==> config.mk <==
export PLATFORM = sky130hd
export DESIGN_NAME = mole_game_sequencer
export DESIGN_NICKNAME = d
export VERILOG_FILES = /design/src/rtl/whack_pkg.sv /design/src/rtl/mole_lfsr.sv /design/src/rtl/mole_game_sequencer.sv
export SDC_FILE = /design/constraint.sdc
export NUM_CORES = 1
export LEC_CHECK = 0
export CAP_MARGIN = 20
export CORE_MARGIN = 2
export CORE_UTILIZATION = 27
export CTS_BUF_LIST = sky130_fd_sc_hd__clkbuf_4 sky130_fd_sc_hd__clkbuf_8 sky130_fd_sc_hd__clkbuf_16
export CTS_CLUSTER_SIZE = 12
export DETAILED_ROUTE_END_ITERATION = 10
export DONT_BUFFER_PORTS = 1
export PLACE_DENSITY = 0.39
export SETUP_SLACK_MARGIN = 0.2
export SLEW_MARGIN = 25
export SYNTH_ARGS = -nofsm -noshare
export SYNTH_HDL_FRONTEND = slang
export SYNTH_SLANG_ARGS = --single-unit
==> constraint.sdc <==
create_clock -name clk -period 2.7 [get_ports clk]
set_clock_uncertainty 0.1 [all_clocks]
set_input_delay 0.54 -clock clk [delete_from_list [all_inputs] [get_ports clk]]
set_output_delay 0.54 -clock clk [all_outputs]
set_load 0.01 [all_outputs]
==> src/rtl/whack_pkg.sv <==
// Shared types and constants for the whack-a-mole round controller.
package whack_pkg;

  typedef enum logic [2:0] {
    IDLE,
    PICK,
    SHOW,
    GAP,
    OVER
  } game_state_t;

  // Cycles at the start of SHOW during which the scanner's row/col pipeline
  // may still report a press belonging to the previous mole position.
  localparam int HIT_BLANK_CYC = 2;

  // Right-shifting Fibonacci LFSR, polynomial x^16+x^14+x^13+x^11+1:
  // feedback is the XOR of register bits 0, 2, 3 and 5.
  localparam logic [15:0] LFSR_TAPS = 16'h002D;

  // Width of a mole position {row, col}.
  localparam int POS_W = 4;

  // Never show the mole twice in a row at the same position.
  function automatic logic [POS_W-1:0] avoid_repeat(input logic [POS_W-1:0] raw,
                                                    input logic [POS_W-1:0] prev);
    return (raw == prev) ? raw + POS_W'(1) : raw;
  endfunction

endpackage

==> src/rtl/mole_lfsr.sv <==
// 16-bit free-running Fibonacci LFSR; low POS_W bits give a mole position.
// The seed must be nonzero, which keeps the register out of the all-zero lock-up.
module mole_lfsr
  import whack_pkg::*;
#(
  parameter logic [15:0] SEED = 16'hACE1
) (
  input  logic             clk,
  input  logic             rst_n,
  output logic [POS_W-1:0] pos
);

  logic [15:0] lfsr;

  // Shift right every cycle, feedback entering at the MSB.
  always_ff @(posedge clk or negedge rst_n) begin
    if (!rst_n) begin
      lfsr <= SEED;
    end else begin
      lfsr <= {^(lfsr & LFSR_TAPS), lfsr[15:1]};
    end
  end

  assign pos = lfsr[POS_W-1:0];

endmodule

==> src/rtl/mole_game_sequencer.sv <==
// Whack-a-mole round controller: picks mole positions, times show/gap windows,
// scores hits and misses, and runs the game-second countdown.
// Optional feature macro: WHACK_SPEEDUP_EN shortens the show window as the
// score grows (one SPEEDUP_STEP_MS per four hits, floored at SHOW_MIN_MS).
//
// Handshake: start_pulse is a one-cycle request honoured only in IDLE/OVER;
// mole_is_hitted is a level from the scanner, sampled only in SHOW after the
// blanking cycles, and at most one hit is taken per mole.
module mole_game_sequencer
  import whack_pkg::*;
#(
  parameter int          TICK_DIV        = 50000,
  parameter int          SHOW_MS         = 1000,
  parameter int          GAP_MS          = 300,
  parameter int          GAME_SEC        = 30,
  parameter logic [15:0] LFSR_SEED       = 16'hACE1,
  parameter int          SCORE_W         = 8,
  parameter int          SPEEDUP_STEP_MS = 50,
  parameter int          SHOW_MIN_MS     = 300
) (
  input  logic               clk,
  input  logic               rst_n,
  input  logic               start_pulse,
  input  logic               mole_is_hitted,
  output logic               is_started,
  output logic [1:0]         mole_row,
  output logic [1:0]         mole_col,
  output logic               mole_visible,
  output logic [SCORE_W-1:0] score,
  output logic [SCORE_W-1:0] miss_count,
  output logic [7:0]         time_left,
  output logic               game_over
);

  localparam int                 MS_W      = 16;
  localparam int                 PRE_W     = (TICK_DIV > 1) ? $clog2(TICK_DIV) : 1;
  localparam logic [PRE_W-1:0]   PRE_LAST  = PRE_W'(TICK_DIV - 1);
  localparam logic [9:0]         SEC_LAST  = 10'd999;
  localparam logic [SCORE_W-1:0] SCORE_MAX = '1;

  game_state_t      state;
  logic [PRE_W-1:0] pre_cnt;    // game-clock prescaler (seconds countdown)
  logic [PRE_W-1:0] ms_pre;     // mole-window prescaler, restarted on each load
  logic [9:0]       sec_cnt;
  logic [MS_W-1:0]  ms_cnt;
  logic [MS_W-1:0]  show_ms;
  logic [1:0]       blank_cnt;
  logic [POS_W-1:0] lfsr_pos;
  logic [POS_W-1:0] prev_pos;
  logic [POS_W-1:0] pick_pos;
  logic             running;
  logic             game_tick;
  logic             ms_tick;
  logic             hit_ok;

  mole_lfsr #(.SEED(LFSR_SEED)) u_lfsr (
    .clk   (clk),
    .rst_n (rst_n),
    .pos   (lfsr_pos)
  );

  assign running   = (state == PICK) || (state == SHOW) || (state == GAP);
  assign game_tick = (pre_cnt == PRE_LAST);
  // The window prescaler restarts with every ms_cnt load so that each show
  // and gap window lasts exactly N*TICK_DIV cycles regardless of game phase.
  assign ms_tick   = (ms_pre == PRE_LAST);
  assign hit_ok    = mole_is_hitted && (blank_cnt == 2'(HIT_BLANK_CYC));
  assign pick_pos  = avoid_repeat(lfsr_pos, prev_pos);

`ifdef WHACK_SPEEDUP_EN
  logic [31:0] speedup_ms;

  // Shrink the show window by one step per four hits without underflowing.
  always_comb begin
    speedup_ms = 32'(score >> 2) * 32'(SPEEDUP_STEP_MS);
    if (speedup_ms + 32'(SHOW_MIN_MS) >= 32'(SHOW_MS)) begin
      show_ms = MS_W'(SHOW_MIN_MS);
    end else begin
      show_ms = MS_W'(32'(SHOW_MS) - speedup_ms);
    end
  end
`else
  logic unused_speedup_cfg;
  assign show_ms            = MS_W'(SHOW_MS);
  assign unused_speedup_cfg = ^{SPEEDUP_STEP_MS, SHOW_MIN_MS};
`endif

  // Round FSM with its timers, counters and registered outputs.
  always_ff @(posedge clk or negedge rst_n) begin
    if (!rst_n) begin
      state        <= IDLE;
      is_started   <= 1'b0;
      mole_row     <= '0;
      mole_col     <= '0;
      mole_visible <= 1'b0;
      score        <= '0;
      miss_count   <= '0;
      time_left    <= 8'(GAME_SEC);
      game_over    <= 1'b0;
      prev_pos     <= '0;
      pre_cnt      <= '0;
      ms_pre       <= '0;
      sec_cnt      <= '0;
      ms_cnt       <= '0;
      blank_cnt    <= '0;
    end else begin
      if (running) begin
        if (game_tick) begin
          pre_cnt <= '0;
          if (sec_cnt == SEC_LAST) begin
            sec_cnt <= '0;
            if (time_left != 8'd0) time_left <= time_left - 8'd1;
          end else begin
            sec_cnt <= sec_cnt + 10'd1;
          end
        end else begin
          pre_cnt <= pre_cnt + PRE_W'(1);
        end
      end

      if ((state == SHOW) || (state == GAP)) begin
        ms_pre <= ms_tick ? '0 : ms_pre + PRE_W'(1);
      end

      case (state)
        IDLE, OVER: begin
          if (start_pulse) begin
            score      <= '0;
            miss_count <= '0;
            pre_cnt    <= '0;
            sec_cnt    <= '0;
            time_left  <= 8'(GAME_SEC);
            is_started <= 1'b1;
            game_over  <= 1'b0;
            state      <= PICK;
          end
        end
        PICK: begin
          {mole_row, mole_col} <= pick_pos;
          prev_pos     <= pick_pos;
          ms_cnt       <= show_ms;
          ms_pre       <= '0;
          blank_cnt    <= '0;
          mole_visible <= 1'b1;
          state        <= SHOW;
        end
        SHOW: begin
          if (blank_cnt != 2'(HIT_BLANK_CYC)) blank_cnt <= blank_cnt + 2'd1;
          if (hit_ok || (ms_tick && (ms_cnt <= MS_W'(1)))) begin
            if (hit_ok) begin
              if (score != SCORE_MAX) score <= score + SCORE_W'(1);
            end else begin
              if (miss_count != SCORE_MAX) miss_count <= miss_count + SCORE_W'(1);
            end
            ms_cnt       <= MS_W'(GAP_MS);
            ms_pre       <= '0;
            mole_visible <= 1'b0;
            state        <= GAP;
          end else if (ms_tick) begin
            ms_cnt <= ms_cnt - MS_W'(1);
          end
        end
        GAP: begin
          if (ms_tick) begin
            if (ms_cnt <= MS_W'(1)) state <= PICK;
            else ms_cnt <= ms_cnt - MS_W'(1);
          end
        end
        default: state <= IDLE;
      endcase

      // Countdown expiry wins over the state move but not over this cycle's scoring.
      if (running && (time_left == 8'd0)) begin
        state        <= OVER;
        is_started   <= 1'b0;
        mole_visible <= 1'b0;
        game_over    <= 1'b1;
      end
    end
  end

endmodule

# After elaboration in Yosys (flattened, before gate mapping)
# Index checks and enable logic that the tools add are counted.
[word_totals]
out_inout_bits = 31
elab_cells = 128
reg_bits = 114
[classes]
add_sub_neg = 9
n_lt_le_gt_ge = 1
eq_ne = 26
reduce_logical = 25
n_mux = 51
[op_table]
columns = ["operator", "count"]
rows = [
  ["two-way mux 16 bit", 11],
  ["two-way mux 8 bit", 13],
  ["two-way mux 10 bit", 5],
  ["case mux 16 bit (3 select lines)", 1],
  ["adder 16 x 1 -> 16 bit (second input constant)", 2],
  ["== test 16 bit (second input constant)", 2],
  ["case mux 16 bit (2 select lines)", 1],
  ["case mux 8 bit (2 select lines)", 2],
  ["adder 8 x 1 -> 8 bit (second input constant)", 2],
  ["<= comparator 16 x 1 -> 1 bit (second input constant)", 1],
  ["inequality test 8 bit (second input constant)", 2],
  ["XOR reduction 16 bit", 1],
  ["subtractor 16 x 1 -> 16 bit (second input constant)", 1],
  ["two-way mux 3 bit", 5],
  ["inequality test 2 bit (second input constant)", 6],
  ["case mux 3 bit (4 select lines)", 1],
  ["adder 10 x 1 -> 10 bit (second input constant)", 1],
  ["== test 10 bit (second input constant)", 1],
  ["AND reduction 5 bit", 2],
  ["logical NOT 8 bit", 1],
  ["two-way mux 1 bit", 8],
  ["inequality test 2 x 1 -> 1 bit (second input constant)", 4],
  ["AND reduction 4 bit", 2],
  ["nonzero test 2 bit", 4],
  ["other kinds (22)", 33],
]

# Logic depth before layout (Yosys ltp)
[logic_depth]
word_depth = 7
mapped_depth = 9

# Cells and area by module
# Synthesis repeated with hierarchy kept, for this count alone.
[unflattened]
cells_unflattened = 603
hier_area_um2 = 5788.1
[modules_own_cells]
columns = ["module", "instances", "area_each_um2", "cells_per_inst"]
rows = [
  ["mole_game_sequencer", 1, 5321.4, 580],
  ["mole_lfsr", 1, 466.7, 23],
]

# Worst setup path before layout
# No wires, ideal clock.
[synth_timing]
path_kind = "register -> register"
startpoint = "register ms_pre[5]"
endpoint = "register miss_count[6]"
stages_incl_launch_ff = 8
arrival_ns = 2.590
setup_time_ns = 0.078
path_slack_ns = -0.068
path_cell_list = "dfrtp_1 -> or4b_1 -> or4_4 -> buf_6 -> nor4_4 -> o21bai_4 -> or4_1 -> a21oi_1"
[synth_between]
elab_chain_cells = 5
[synth_lines]
columns = ["element", "line_no", "text"]
rows = [
  ["from (decl)", "mole_game_sequencer.sv:43", "logic [PRE_W-1:0] ms_pre;"],
  ["from (signal assigned)", "mole_game_sequencer.sv:122", "ms_pre <= ms_tick ? '0 : ms_pre + PRE_W'(1);"],
  ["== test 16 bit", "mole_game_sequencer.sv:66", "assign ms_tick = (ms_pre == PRE_LAST);"],
  ["logical AND 1 bit", "mole_game_sequencer.sv:149", "if (hit_ok || (ms_tick && (ms_cnt <= MS_W'(1)))) begin"],
  ["logical OR 1 bit", "mole_game_sequencer.sv:149", ""],
  ["inequality test 2 x 1 -> 1 bit (no line)", "n/a", ""],
  ["AND reduction 5 bit (no line)", "n/a", ""],
  ["to (signal assigned)", "mole_game_sequencer.sv:153", "if (miss_count != SCORE_MAX) miss_count <= miss_count + SCORE_W'(1);"],
  ["to (decl)", "mole_game_sequencer.sv:30", "output logic [SCORE_W-1:0] miss_count,"],
]
# Every way passes these cells.
# A chain may end at the register's enable or synchronous reset.

# Worst setup path after layout
[layout_timing]
startpoint = "register ms_pre[4]"
endpoint = "register ms_cnt[9]"
[layout_between]
elab_chain_cells = 5
word_cells_on_any_way = 8
[layout_lines]
columns = ["element", "line_no", "text"]
rows = [
  ["== test 16 bit *", "mole_game_sequencer.sv:66", ""],
  ["logical AND 1 bit", "mole_game_sequencer.sv:149", ""],
  ["logical OR 1 bit", "mole_game_sequencer.sv:149", ""],
  ["inequality test 3 x 2 -> 1 bit (no line) / two-way mux 16 bit (equally long branches)", "n/a", ""],
  ["AND reduction 4 bit (no line) / case mux 16 bit (3 select lines) (equally long branches)", "n/a", ""],
  ["to (signal assigned)", "mole_game_sequencer.sv:155", "ms_cnt <= MS_W'(GAP_MS);"],
  ["to (signal assigned)", "mole_game_sequencer.sv:160", "ms_cnt <= ms_cnt - MS_W'(1);"],
  ["to (signal assigned)", "mole_game_sequencer.sv:166", "else ms_cnt <= ms_cnt - MS_W'(1);"],
  ["to (decl)", "mole_game_sequencer.sv:45", "logic [MS_W-1:0] ms_cnt;"],
]
# Mark *: on every way between the ends. The rest lies on a longest branch, timed or not.

==> results.py <==
metrics = {
    "grt": {
        "antenna_found_initial": 0,
        "grt_max_degree": 111,
        "grt_pass1_vias": 4279,
        "overflow": 0,
        "grt_use_total": 0.132,
        "grt_pass1_wl_um": 22600,
    },
    "synthesis": {
        "ys_seq_area_frac": 0.505,
        "synth_cell_types": 57,
        "synth.area.top_cells": "dfrtp_1 (45%), xor2_1 (7.3%), dfstp_2 (5.8%), nor2_1 (5.7%), xnor2_1 (3.0%)",
        "ys.flop_type": "dfrtp_1",
        "synth.most_common_cell": "dfrtp_1",
        "yosysWarnings": 0,
        "yosys-top-cells-count": "dfrtp_1 (98), nor2_1 (83), xor2_1 (46)",
        "synth_nets": 571,
        "postSynthCellCount": 556,
        "synthesis.area_um2": 5480,
        "synth_top_cell_by_area": "dfrtp_1",
        "syn_avg_cell_area_um2": 9.86,
        "netlist.area_leader.share": 0.447,
        "ys_ff_latch": 110,
        "synth_edf_count": 0,
        "async_reset_ff_frac": 1.00,
    },
    "route": {
        "drt_first_pass_iters": 4,
        "drc": 0,
        "wl_per_cell_um": 15.5,
        "routed_wl_um": 13700,
        "vias": 4169,
        "viasPerCell": 4.73,
        "drtIter0Drc": 212,
        "ant_nets": 0,
    },
    "timing": {
        "worstMarginPinSlew_ns": 0.816,
        "layout_setup_ws_ns": -0.101,
        "slew_headroom": 0.454,
        "whs_ns": -0.214,
        "min_period_ns": 2.80,
        "finalHoldViolCount": 107,
        "fmax_ghz": 0.357,
        "finalMaxSlewViolations": 0,
        "fin_crit_sh": 1.04,
        "rsz0062_at_grt": "yes",
        "setup_viol": 20,
        "fin_tns_setup_ns": -0.866,
    },
    "critical_path": {
        "cp-end-kind": "flop",
        "cp.arrival_ns": 2.94,
        "reg2regPathDepth": 7,
        "worstPathRequired_ns": 2.84,
        "critPathKind": "flop to flop",
        "cp_max_fo": 6,
        "start_kind": "flop",
    },
    "die": {
        "num_rows": 52,
        "core-area_um2": 20100,
        "die-area_um2": 21500,
        "initial_core_util": 0.273,
        "die_x_um": 147,
        "die_h_um": 147,
        "pin_count": 35,
    },
    "clocking": {
        "h-tree-depth": 3,
        "insertion_delay_ns": 0.35,
        "cts.reportedPaths.clkPinSlew_ns": 0.07,
        "cts-root-buf": "clkbuf_16",
        "clockBufferDepth": 2,
        "cts_tree": "done",
        "clock-sinks": 110,
        "cts_made_buffers": 9,
    },
    "place": {
        "hpwl_um": 9500,
        "port_buffers": 0,
        "routabilityCongestion": 0.795,
    },
    "outcome": {
        "violations": "hold timing, setup timing",
        "status": "finished, violations left",
    },
    "layout": {
        "nets": 621,
        "drive_gt1_frac": 0.221,
        "antennaDiodeCount": 0,
        "final_core_util": 0.337,
        "synthToLayoutAreaGrowth_pct": 23.4,
    },
    "pwr": {
        "power.density_nw_per_um2": 699,
        "vdd_drop_max_mv": 0.296,
        "p_leak_nw": 2.85,
    },
    "flow_run": {
        "cap_violations": 0,
    },
    "hold_path": {
        "min_path_type": "input port to async pin",
    },
}
-- cell type report --
cell class	instances	area [um^2]
fillers	2059	13300
multi-input cells	415	2850
flip-flops and latches	110	2770
repair buffers	57	448
well taps	270	338
clock buffers	13	268
inverters	13	48.8
clock inverters	3	42.5
-- critical path: stages (launching register included) --
cell and delay (ns):
dfrtp_1 0.37, or4b_1 0.53, or4_4 0.60, nand4b_1 0.23, buf_4 0.18, o211ai_1 0.32
o21ai_1 0.13, a32o_1 0.22
-- stage by stage --
stage	std cells	power, mW	setup WS [ns]	cell area (um^2)
final	881	4.73	-0.101	6770
after global routing	881	5.04	-0.152	6770
after CTS	872	4.67	-0.0496	6500
after detailed placement	848	3.17	-0.0964	6060
after global placement	848	3.15	-0.0634	6060
after floorplan	556	2.78	-0.0513	5490
-- timing repair --
action / in CTS / in global routing
gates cloned: 0 / 2
setup buffers: 8 / 7
gates resized for setup: 16 / 44
pin swaps: 12 / 17
setup endpoints to repair: 40 / 54
endpoints found under the hold margin: 110 / 110
-- metal layers --
layer / vias up / global-route usage / wire [um]
met5: - / 0 / 0
met4: 0 / 0.0364 / 172
met3: 13 / 0.0406 / 708
met2: 74 / 0.210 / 6260
met1: 2030 / 0.174 / 6550
li1: 2052 / - / -
-- report_power, final --
| part | internal, mW | switching [mW] |
|---|---|---|
| sequential | 1.87 | 0.256 |
| combinational | 0.546 | 0.664 |
| clock | 0.791 | 0.606 |
| total | 3.20 | 1.53 |
-- path summary, 6_finish.rpt --
| kind | start | to | slack, ns |
|---|---|---|---|
| setup reg to reg | ms_pre[4]$_DFF_PN0_ | ms_cnt[9]$_DFFE_PN0P_ | -0.10 |
| setup / recovery | ms_pre[4]$_DFF_PN0_ | ms_cnt[9]$_DFFE_PN0P_ | -0.10 |
| hold reg to reg | u_lfsr.lfsr[9]$_DFF_PN0_ | u_lfsr.lfsr[8]$_DFF_PN0_ | 0.25 |
| hold / removal | rst_n | u_lfsr.lfsr[8]$_DFF_PN0_ | -0.21 |
| max in group asynchronous | rst_n | time_left[4]$_DFF_PN1_ | 2.48 |
| min in group clk | start_pulse | state[2]$_DFFE_PN0P_ | 0.25 |
-- cell families (layout without fill, tap and decap cells) --
logic type | after synthesis | count (layout) | share of synthesized area
buffers and inverters | 32 | 86 | 0.0237
AO/OA/AOI/OAI | 81 | 81 | 0.0972
XOR/XNOR | 65 | 65 | 0.104
flip-flops | 110 | 110 | 0.505
AND/OR/NAND/NOR | 253 | 254 | 0.238
adder cells (fa/ha/maj) | 11 | 11 | 0.0251
multiplexers | 4 | 4 | 0.00753
-- layout by cell type (no fill, tap or decap), drive strengths merged, types with 12 or more instances in the layout --
cell type / n
xnor2: 19
o21ai: 23
nor2: 83
or3: 12
nand3: 29
inv: 13
dfstp: 12
a21oi: 19
xor2: 46
buf: 57
nand4: 16
dfrtp: 98
nand2: 41
clkbuf: 13
-- flip-flops by register name, summed over array words and instances (netlist names) --
name / cells
blank_cnt: 2
game_over: 1
is_started: 1
miss_count: 8
mole_col: 1
mole_row: 2
mole_visible: 1
ms_cnt: 16
ms_pre: 16
pre_cnt: 16
prev_pos: 1
score: 8
sec_cnt: 10
state: 3
time_left: 8
u_lfsr.lfsr: 16
Power figures use the tool's default switching activity.
